--- src/rtl/vga_scan_driver_if.sv ---
`default_nettype none
// ============================================================================
//  Module      : vga_scan_driver_if
//  Description : Scan-position / colour bus between the VGA scan driver and
//                the active room map. The driver publishes the pixel it is
//                scanning and the map returns that pixel's colour.
//  Revision    : 1.0 - initial release
// ============================================================================
interface vga_scan_driver_if;
  logic [9:0] CurrentX;  // current scan column (0 outside the visible area)
  logic [8:0] CurrentY;  // current scan row (0 outside the visible area)
  logic [7:0] mapData;   // colour for (CurrentX, CurrentY), RRRGGGBB

  // Scan driver side: drives the position, consumes the colour
  modport master (output CurrentX, output CurrentY, input mapData);
  // Room map side: consumes the position, produces the colour
  modport slave  (input CurrentX, input CurrentY, output mapData);
endinterface
`default_nettype wire

--- src/rtl/vga_scan_driver.sv ---
`default_nettype none
// ============================================================================
//  Module      : vga_scan_driver
//  Description : 640x480@60 raster timing generator and pixel output stage.
//                Scans the frame, publishes the scan position to the room
//                map, and re-aligns the map's colour with delayed sync/blank
//                before driving the DAC pins.
//  Revision    : 1.0 - initial release
// ============================================================================
module vga_scan_driver #(
  parameter int H_VISIBLE   = 640,
  parameter int H_FRONT     = 16,
  parameter int H_SYNC      = 96,
  parameter int H_BACK      = 48,
  parameter int V_VISIBLE   = 480,
  parameter int V_FRONT     = 10,
  parameter int V_SYNC      = 2,
  parameter int V_BACK      = 33,
  parameter bit SYNC_ACTIVE = 1'b0,
  parameter int MAP_LATENCY = 1
) (
  input  logic              clk_vga,
  input  logic              rst_n,
  vga_scan_driver_if.master map_bus,
  output logic              hsync,
  output logic              vsync,
  output logic [2:0]        red,
  output logic [2:0]        green,
  output logic [1:0]        blue,
  output logic              frame_start
);

  localparam int c_h_total = H_VISIBLE + H_FRONT + H_SYNC + H_BACK;
  localparam int c_v_total = V_VISIBLE + V_FRONT + V_SYNC + V_BACK;
  // Sync/colour pipe depth: one stage per clock of map latency plus the
  // pin register itself
  localparam int c_depth   = MAP_LATENCY + 1;

  // Decode constants are one bit wider than the counters so that a sync
  // window ending exactly at 1024 still compares correctly
  localparam logic [10:0] c_h_vis    = 11'(H_VISIBLE);
  localparam logic [10:0] c_hs_start = 11'(H_VISIBLE + H_FRONT);
  localparam logic [10:0] c_hs_end   = 11'(H_VISIBLE + H_FRONT + H_SYNC);
  localparam logic [10:0] c_h_last   = 11'(c_h_total - 1);
  localparam logic [10:0] c_v_vis    = 11'(V_VISIBLE);
  localparam logic [10:0] c_vs_start = 11'(V_VISIBLE + V_FRONT);
  localparam logic [10:0] c_vs_end   = 11'(V_VISIBLE + V_FRONT + V_SYNC);
  localparam logic [10:0] c_v_last   = 11'(c_v_total - 1);

  // Counter widths and the 9-bit row output bound the legal timing set
  if (c_h_total > 1024 || c_v_total > 1024 || V_VISIBLE > 512 ||
      MAP_LATENCY < 0 || MAP_LATENCY > 4) begin : g_cfg_error
    $error("vga_scan_driver: illegal timing or latency configuration");
  end

  logic [9:0]        r_h_cnt;
  logic [9:0]        r_v_cnt;
  logic [10:0]       w_h_ext;
  logic [10:0]       w_v_ext;
  logic              w_h_last;
  logic              w_v_last;
  logic              w_h_vis;
  logic              w_v_vis;
  logic              w_active;
  logic              w_hs_raw;
  logic              w_vs_raw;
  logic              w_act_gate;
  logic [c_depth-1:0] r_hs_pipe;
  logic [c_depth-1:0] r_vs_pipe;

  assign w_h_ext  = {1'b0, r_h_cnt};
  assign w_v_ext  = {1'b0, r_v_cnt};
  assign w_h_last = (w_h_ext >= c_h_last);
  assign w_v_last = (w_v_ext >= c_v_last);
  assign w_h_vis  = (w_h_ext < c_h_vis);
  assign w_v_vis  = (w_v_ext < c_v_vis);
  assign w_active = w_h_vis & w_v_vis;
  assign w_hs_raw = (w_h_ext >= c_hs_start && w_h_ext < c_hs_end) ? SYNC_ACTIVE : ~SYNC_ACTIVE;
  assign w_vs_raw = (w_v_ext >= c_vs_start && w_v_ext < c_vs_end) ? SYNC_ACTIVE : ~SYNC_ACTIVE;

  // Scan position is a pure decode of the counters; blanking reads as 0
  assign map_bus.CurrentX = w_h_vis ? r_h_cnt : 10'd0;
  assign map_bus.CurrentY = w_v_vis ? r_v_cnt[8:0] : 9'd0;

  // Raster counters: column every clock, row on each column wrap
  always_ff @(posedge clk_vga or negedge rst_n) begin
    if (!rst_n) begin
      r_h_cnt <= 10'd0;
      r_v_cnt <= 10'd0;
    end else if (w_h_last) begin
      r_h_cnt <= 10'd0;
      r_v_cnt <= w_v_last ? 10'd0 : r_v_cnt + 10'd1;
    end else begin
      r_h_cnt <= r_h_cnt + 10'd1;
    end
  end

  // Sync delay line; its last stage is the pin, so sync lands with colour
  always_ff @(posedge clk_vga or negedge rst_n) begin
    if (!rst_n) begin
      r_hs_pipe <= {c_depth{~SYNC_ACTIVE}};
      r_vs_pipe <= {c_depth{~SYNC_ACTIVE}};
    end else begin
      r_hs_pipe[0] <= w_hs_raw;
      r_vs_pipe[0] <= w_vs_raw;
      for (int i = 1; i < c_depth; i++) begin
        r_hs_pipe[i] <= r_hs_pipe[i-1];
        r_vs_pipe[i] <= r_vs_pipe[i-1];
      end
    end
  end

  assign hsync = r_hs_pipe[c_depth-1];
  assign vsync = r_vs_pipe[c_depth-1];

  // The blank flag must arrive together with mapData, i.e. MAP_LATENCY
  // clocks late; the colour register then acts as the final blank stage
  if (MAP_LATENCY == 0) begin : g_gate_direct
    assign w_act_gate = w_active;
  end else begin : g_gate_pipe
    logic [MAP_LATENCY-1:0] r_act_pipe;

    // Blank delay line matching the map's read latency
    always_ff @(posedge clk_vga or negedge rst_n) begin
      if (!rst_n) begin
        r_act_pipe <= '0;
      end else begin
        r_act_pipe[0] <= w_active;
        for (int i = 1; i < MAP_LATENCY; i++) begin
          r_act_pipe[i] <= r_act_pipe[i-1];
        end
      end
    end

    assign w_act_gate = r_act_pipe[MAP_LATENCY-1];
  end

  // Pin colour register: map colour inside the visible window, black outside
  always_ff @(posedge clk_vga or negedge rst_n) begin
    if (!rst_n) begin
      {red, green, blue} <= 8'd0;
    end else if (w_act_gate) begin
      {red, green, blue} <= map_bus.mapData;
    end else begin
      {red, green, blue} <= 8'd0;
    end
  end

  // Frame pulse on the (last,last) -> (0,0) step; undelayed by the pipe
  always_ff @(posedge clk_vga or negedge rst_n) begin
    if (!rst_n) begin
      frame_start <= 1'b0;
    end else begin
      frame_start <= w_h_last & w_v_last;
    end
  end

endmodule
`default_nettype wire

--- src/flat_wrapper.sv ---
// flat-port wrapper written by rule: the top's interface ports become plain ports
module vga_scan_driver_flat 
#(
  parameter int H_VISIBLE   = 640,
  parameter int H_FRONT     = 16,
  parameter int H_SYNC      = 96,
  parameter int H_BACK      = 48,
  parameter int V_VISIBLE   = 480,
  parameter int V_FRONT     = 10,
  parameter int V_SYNC      = 2,
  parameter int V_BACK      = 33,
  parameter bit SYNC_ACTIVE = 1'b0,
  parameter int MAP_LATENCY = 1
)
  (clk_vga, rst_n, hsync, vsync, red, green, blue, frame_start, map_bus_CurrentX, map_bus_CurrentY, map_bus_mapData);
  vga_scan_driver_if map_bus_i ();
  input  logic clk_vga;
  input  logic rst_n;
  output logic hsync;
  output logic vsync;
  output logic [2:0] red;
  output logic [2:0] green;
  output logic [1:0] blue;
  output logic frame_start;
  output wire logic [$bits(map_bus_i.CurrentX)-1:0] map_bus_CurrentX;
  output wire logic [$bits(map_bus_i.CurrentY)-1:0] map_bus_CurrentY;
  input wire logic [$bits(map_bus_i.mapData)-1:0] map_bus_mapData;
  assign map_bus_CurrentX = map_bus_i.CurrentX;
  assign map_bus_CurrentY = map_bus_i.CurrentY;
  assign map_bus_i.mapData = map_bus_mapData;
  vga_scan_driver #(.H_VISIBLE(H_VISIBLE), .H_FRONT(H_FRONT), .H_SYNC(H_SYNC), .H_BACK(H_BACK), .V_VISIBLE(V_VISIBLE), .V_FRONT(V_FRONT), .V_SYNC(V_SYNC), .V_BACK(V_BACK), .SYNC_ACTIVE(SYNC_ACTIVE), .MAP_LATENCY(MAP_LATENCY)) u_core (.clk_vga(clk_vga), .rst_n(rst_n), .map_bus(map_bus_i), .hsync(hsync), .vsync(vsync), .red(red), .green(green), .blue(blue), .frame_start(frame_start));
endmodule
--- config.mk ---
export PLATFORM = sky130hd
export DESIGN_NAME = vga_scan_driver_flat
export DESIGN_NICKNAME = d
export VERILOG_FILES = /design/src/rtl/vga_scan_driver_if.sv /design/src/rtl/vga_scan_driver.sv /design/src/flat_wrapper.sv
export SDC_FILE = /design/constraint.sdc
export NUM_CORES = 1
export LEC_CHECK = 0
export BUFFER_PORTS_ARGS = -buffer_cell sky130_fd_sc_hd__buf_2
export CORE_AREA = 2 2 46 91
export CTS_CLUSTER_DIAMETER = 60
export DETAILED_ROUTE_END_ITERATION = 7
export DIE_AREA = 0 0 48 93
export PLACE_DENSITY = 0.72
export SLEW_MARGIN = 15
export SYNTH_ARGS = -nofsm -noshare
export SYNTH_HDL_FRONTEND = slang
export SYNTH_SLANG_ARGS = --single-unit
--- constraint.sdc ---
create_clock -name clk_vga -period 5.1 [get_ports clk_vga]
set_input_delay 0.255 -clock clk_vga [delete_from_list [all_inputs] [get_ports clk_vga]]
set_output_delay 0.255 -clock clk_vga [all_outputs]
set_load 0.02 [all_outputs]
==> results of run 1 <==
-- registers in the layout, summed over array words and instances (netlist names) --
register	flops
u_core.r_v_cnt	10
u_core.r_hs_pipe	2
u_core.blue	2
u_core.green	3
u_core.r_vs_pipe	2
u_core.frame_start	1
u_core.g_gate_pipe.r_act_pipe	1
u_core.red	3
u_core.r_h_cnt	10
-- stage by stage --
step | setup WS (ns) | total power [µW] | instances | instance area (µm²)
global route | 2.87 | 516 | 249 | 1970
floorplan | 3.41 | 285 | 156 | 1640
global placement | 3.26 | 297 | 241 | 1880
CTS | 2.98 | 501 | 249 | 1970
detailed placement | 3.20 | 297 | 241 | 1880
finish | 3.00 | 494 | 249 | 1970
-- cells in the final DEF, fill, tap and decap left out, types with 2 or more instances in the layout --
cell type	instances
dfrtp_1	30
or3_1	2
o21ai_1	4
a22o_1	6
nor3_1	4
nor2b_1	8
nand3_1	6
nor2_1	14
xnor2_1	3
dfstp_2	4
a31oi_1	2
and3_1	5
and2_1	25
and4_1	2
xor2_1	4
clkbuf_8	6
ha_1	4
nand2_1	6
inv_1	5
o21ai_0	2
nand4_1	2
buf_2	39
-- worst paths after layout --
check                               startpoint             endpoint  slack [ns]  depth (start not counted)
setup reg to reg             u_core.r_h_cnt[0]    u_core.r_v_cnt[0]        3.20                          5
setup / recovery             u_core.r_h_cnt[8]  map_bus_CurrentX[6]        3.00                          3
min in group clk_vga        map_bus_mapData[2]      u_core.green[0]        0.19                          2
hold reg to reg            u_core.r_vs_pipe[0]  u_core.r_vs_pipe[1]        0.36                          0
hold / removal                           rst_n    u_core.r_h_cnt[5]        0.03                          1
max in group asynchronous                rst_n        u_core.red[2]        4.58                          1
-- cells by family after synthesis --
group | count (synthesis) | synth area share
buffers and inverters | 10 | 0.0244
muxes | 1 | 0.00687
adders and majority gates | 4 | 0.0305
xor gates and xnor gates | 7 | 0.0374
AOI/OAI and AO/OA | 21 | 0.102
and+or+nand+nor | 79 | 0.276
DFF | 34 | 0.522
-- layer usage --
layer / global-route usage / wire length [µm] / vias to the layer above
met1: 0.181 / 1320 / 590
met2: 0.273 / 1720 / 38
met3: 0.0463 / 129 / 2
met4: 0.0541 / 25 / 0
met5: 0 / 0 / -
li1: - / - / 613
-- layout make-up --
cell class | instances | area [µm²]
Sequential cell | 34 | 856
Timing Repair Buffer | 39 | 195
Clock inverter | 1 | 5.00
Tap cell | 51 | 63.8
Inverter | 5 | 18.8
Clock buffer | 7 | 86.3
Multi-Input combinational cell | 112 | 743
Fill cell | 361 | 1840
-- critical path, delay by kind of cell, from the launching register on --
kind,cells,cell delay (ns)
compound gates,1,0.70
flops,1,0.48
simple gates,1,0.23
buf+inv,1,0.16
-- power groups by stage --
| stage | registers [µW] | logic [µW] | clock network (µW) |
|---|---|---|---|
| 2_1_floorplan | 283 | 2.14 | 0 |
| 3_3_place_gp | 278 | 18.4 | 0 |
| 3_5_place_dp | 279 | 18.4 | 0 |
| 4_1_cts | 274 | 18.4 | 209 |
| 5_1_grt | 274 | 20.6 | 222 |
| 6_report | 274 | 17.9 | 202 |
==> impl_metrics.ini, run 1 <==
[clock_network]
cts_hold_buffers = 0
post-cts-setup-buffer-count = 0
cts_tree = done
h-tree-depth = 2
cts_sinks = 34
cts_buffer_depth = 2
cts_buffers = 5
clock_latency_ns = 0.28
path_clk_slew_ns = 0.07
cts_root_buf = clkbuf_8
cts_resized = 0

[critical_path]
startpoint_type = flop
cp.required_ns = 4.85
end_kind = output port
arrival_ns = 1.85
crit_type = reg -> out
cp_max_fo = 8
cp_cell_sequence = o21ai_0 > and2_1 > buf_2
cp_slowest_stage_delay_ns = 0.70
crit_slowest_cell = o21ai_0

[yosys]
synth_flop_cell = dfrtp_1
synth_edf_count = 0
yosysWarnings = 0
ys_ff_latch = 34
async_reset_ff_frac = 1.00
synth_top_area_share = 0.458
syn_nets = 170
avgSynthCellArea_um2 = 10.5
yosys-top-cells-area = dfrtp_1 (46%), and2_1 (9.5%), dfstp_2 (6.4%)
synth_cell_types = 35
synthesis.area_um2 = 1640
synth.largest_area_cell = dfrtp_1
yosysMostFrequentCell = dfrtp_1
ys_seq_area_frac = 0.522
ys_top_cells_by_count = dfrtp_1 (30), and2_1 (25), nor2_1 (14), nor2b_1 (8)
syn_inst = 156

[pwr]
power.share.clock = 0.410
intPower_uw = 388
ir_drop_mv = 0.164
combinationalPowerShare = 0.036
power.share.sequential = 0.554
netSwitchingPower_uw = 106
switching_share = 0.214
p_per_area_nw_per_um2 = 251
p_leak_uw = 0.000956

[timing]
period_needed_ns = 2.10
hold_viol = 0
tns_ns = 0
rsz0062_at_grt = false
finClkSkew_ns = 0.00563
period_share = 0.412
setup_viol = 0
hold_slack_ns = 0.0349
tightest_slew_ns = 0.816
max_slew_margin = 0.450
maxSlewViolCount = 0
fmax_ghz = 0.476

[layout]
layout-drive-gt1-share = 0.278
diodes = 0
utilization = 0.517
nets = 211
syn2layout_area_growth_pct = 20.1

[global_route]
grtUsageTotal = 0.161
grt_max_degree = 35
overflow = 0
grt_first_pass_wirelength_um = 5210
antenna_found_initial = 0
grt_pass1_vias = 1201

[routing]
drt_iter0_markers = 9
post-route-drc-count = 0
avgRoutedWirePerCell_um = 12.8
vias_per_cell = 4.99
first_pass_iters = 4
routed_wl_um = 3190
ant_nets = 0
vias = 1243

[floorplan]
die_x_um = 48
die_h_um = 93
io_pins = 40
coreArea_um2 = 3800
die-area_um2 = 4460
rows = 32
start_util = 0.431

[min_path]
hp-class = in -> async

[job]
maxCapViolations = 0

[place]
place.port_buffers = 39
hpwlAfterDp_um = 2340
place_congestion = 0.810

[outcome]
status = finished clean
No activity file was read; power rests on OpenSTA's default activity.
==> run 2, diff against run 1 <==
- ABC_AREA: unset -> 1
- CORE_AREA: 2 2 46 91 -> 2 2 48 95
- DIE_AREA: 0 0 48 93 -> 0 0 50 97
- PLACE_DENSITY: 0.72 -> 0.71
- clock period: 5.1 -> 2.15 ns (I/O delays scaled with it)
==> run 2 against run 1 <==
  * Combinational power rose to 2.7 times the previous value
  * Worst hold slack got worse by 0.028 ns
  * Sequential power rose by 140%
  * Final cell count rose by 34%
  * First-iteration DRC count rose by 100%
  * Largest power group is now clock
  * Largest cell class unchanged
  * Clock skew rose by 0.0055 ns
  * Sequential cell count did not move
  * Core utilization rose by 1.6 points
  * Critical endpoint is now map_bus_CurrentX[9]
==> impl_metrics.ini, run 2 <==
[outcome]
status = finished clean

[global_route]
grt_max_degree = 35
overflow = 0
grt_pass1_vias = 1520
grt_first_pass_wirelength_um = 6440
antenna_found_initial = 0
grtUsageTotal = 0.174

[floorplan]
die_x_um = 50
rows = 33
die_h_um = 97
die-area_um2 = 4850
io_pins = 40
start_util = 0.436
coreArea_um2 = 4090

[yosys]
synth_cell_types = 27
async_reset_ff_frac = 1.00
yosysMostFrequentCell = nand2_1
synth_flop_cell = dfrtp_1
yosys-top-cells-area = dfrtp_1 (42%), nand2_1 (12%), nor2_1 (8.6%)
synth_edf_count = 0
ys_ff_latch = 34
yosysWarnings = 0
ys_seq_area_frac = 0.480
synth_top_area_share = 0.421
syn_inst = 236
ys_top_cells_by_count = nand2_1 (58), nor2_1 (41), inv_1 (38), dfrtp_1 (30), nand3_1 (19)
avgSynthCellArea_um2 = 7.55
synth.largest_area_cell = dfrtp_1
synthesis.area_um2 = 1780
syn_nets = 250

[layout]
utilization = 0.533
fillers = 421
diodes = 0
layout-drive-gt1-share = 0.230
final_common_cell = nand2_1
regArea_um2 = 856
reg.largest.list = u_core.r_h_cnt (10), u_core.r_v_cnt (10)
syn2layout_area_growth_pct = 22.2
multi_input_area_um2 = 738
mostFrequentLayoutCells = nand2_1 (58), nor2_1 (41), buf_2 (39)
instances_no_fill = 334
nets = 295

[routing]
drt_iter0_markers = 18
vias = 1592
vias_per_cell = 4.77
ant_nets = 0
first_pass_iters = 4
avgRoutedWirePerCell_um = 11.7
routed_wl_um = 3910
post-route-drc-count = 0

[critical_path]
crit_type = reg -> out
timing.reg2reg.setup_slack_ns = 0.70
r2r-start = u_core.r_h_cnt[0]
rr_worst_depth = 6
end_kind = output port
startpoint_type = flop
cp_max_fo = 9
arrival_ns = 1.64
cp.required_ns = 2.04
r2r_end = u_core.r_v_cnt[9]

[pwr]
p_per_area_nw_per_um2 = 647
p_leak_uw = 0.00122
ir_drop_mv = 0.472

[timing]
maxSlewViolCount = 0
max_slew_margin = 0.492
fmax_ghz = 0.572
period_share = 0.814
hold_viol = 0
layout_setup_ws_ns = 0.401
rsz0062_at_grt = false
finClkSkew_ns = 0.0111
period_needed_ns = 1.75
setup_viol = 0
tns_ns = 0
tightest_slew_ns = 0.762

[clock_network]
cts_sinks = 34
path_clk_slew_ns = 0.07
cts_buffer_depth = 2
h-tree-depth = 2
clock_latency_ns = 0.29
cts_buffers = 5
cts_tree = done
cts_resized = 0
post-cts-setup-buffer-count = 0
cts_root_buf = clkbuf_8
cts_hold_buffers = 3

[place]
dp_slack_ns = 0.688
place.port_buffers = 39
placed_cells = 323
hpwlAfterDp_um = 2950
place_congestion = 0.958

[job]
maxCapViolations = 0

[min_path]
min_path_cells = 3
hold_end = u_core.red[0]
hp-class = in -> reg
hp-start = map_bus_mapData[5]
## run 2: changes by cell type in the layout (fill, tap and decap cells not counted), sizes merged, moves of 8 or more
cell	change
and2	-26
inv	+36
nand2	+56
nand3	+14
nor2	+29
nor2b	-8
## run 2: report_power, final
part / switching (µW) / internal (µW)
sequential: 1.49 / 647
clock: 249 / 464
combinational: 30.7 / 17.1
## run 2: worst max-delay path, cell delays in order, from the launching register on
cell and delay (ns):
dfrtp_1 0.43, nand2_1 0.11, clkinv_1 0.13, nor2_2 0.34, inv_1 0.10, nor2_1 0.09
buf_2 0.17
## run 2: cell type report
class / count / area share
multi-input cells: 156 / 0.339
flip-flops and latches: 34 / 0.393
inverters: 42 / 0.0723
repair buffers: 42 / 0.103
clock buffers: 5 / 0.0316
well taps: 52 / 0.0299
clock inverters: 3 / 0.0316
## run 2: how the worst max path moves through the flow
| stage | startpoint | slack, ns | to |
|---|---|---|---|
| 2_1_floorplan | u_core.r_h_cnt[8] | 0.81 | map_bus_CurrentX[9] |
| 5_1_grt | u_core.r_h_cnt[8] | 0.22 | map_bus_CurrentX[9] |
| 3_5_place_dp | u_core.r_h_cnt[0] | 0.69 | u_core.r_v_cnt[9] |
| 6_report | u_core.r_h_cnt[8] | 0.40 | map_bus_CurrentX[9] |
| 4_1_cts | u_core.r_h_cnt[8] | 0.39 | map_bus_CurrentX[9] |
| 3_3_place_gp | u_core.r_h_cnt[8] | 0.71 | map_bus_CurrentX[9] |
## run 2: through the flow
stage	hold WS [ns]	instance area (µm²)	power, µW
after CTS	0.000882	2180	1420
after global routing	0.0179	2180	1450
after floorplan	-0.188	1780	677
after global placement	0.218	2010	705
after detailed placement	0.221	2010	706
final	0.00700	2180	1410
## run 2: metal layers
layer / share of wire / global-route usage
met1: 0.37 / 0.172
met2: 0.55 / 0.304
met3: 0.034 / 0.0370
met4: 0.043 / 0.126
met5: 0 / 0
## run 2: cells by family after synthesis
group           synth area share
compound gates            0.0477
simple gates               0.319
xor+xnor                  0.0197
flops                      0.480
buf+inv                    0.106
fa+ha+maj                 0.0281
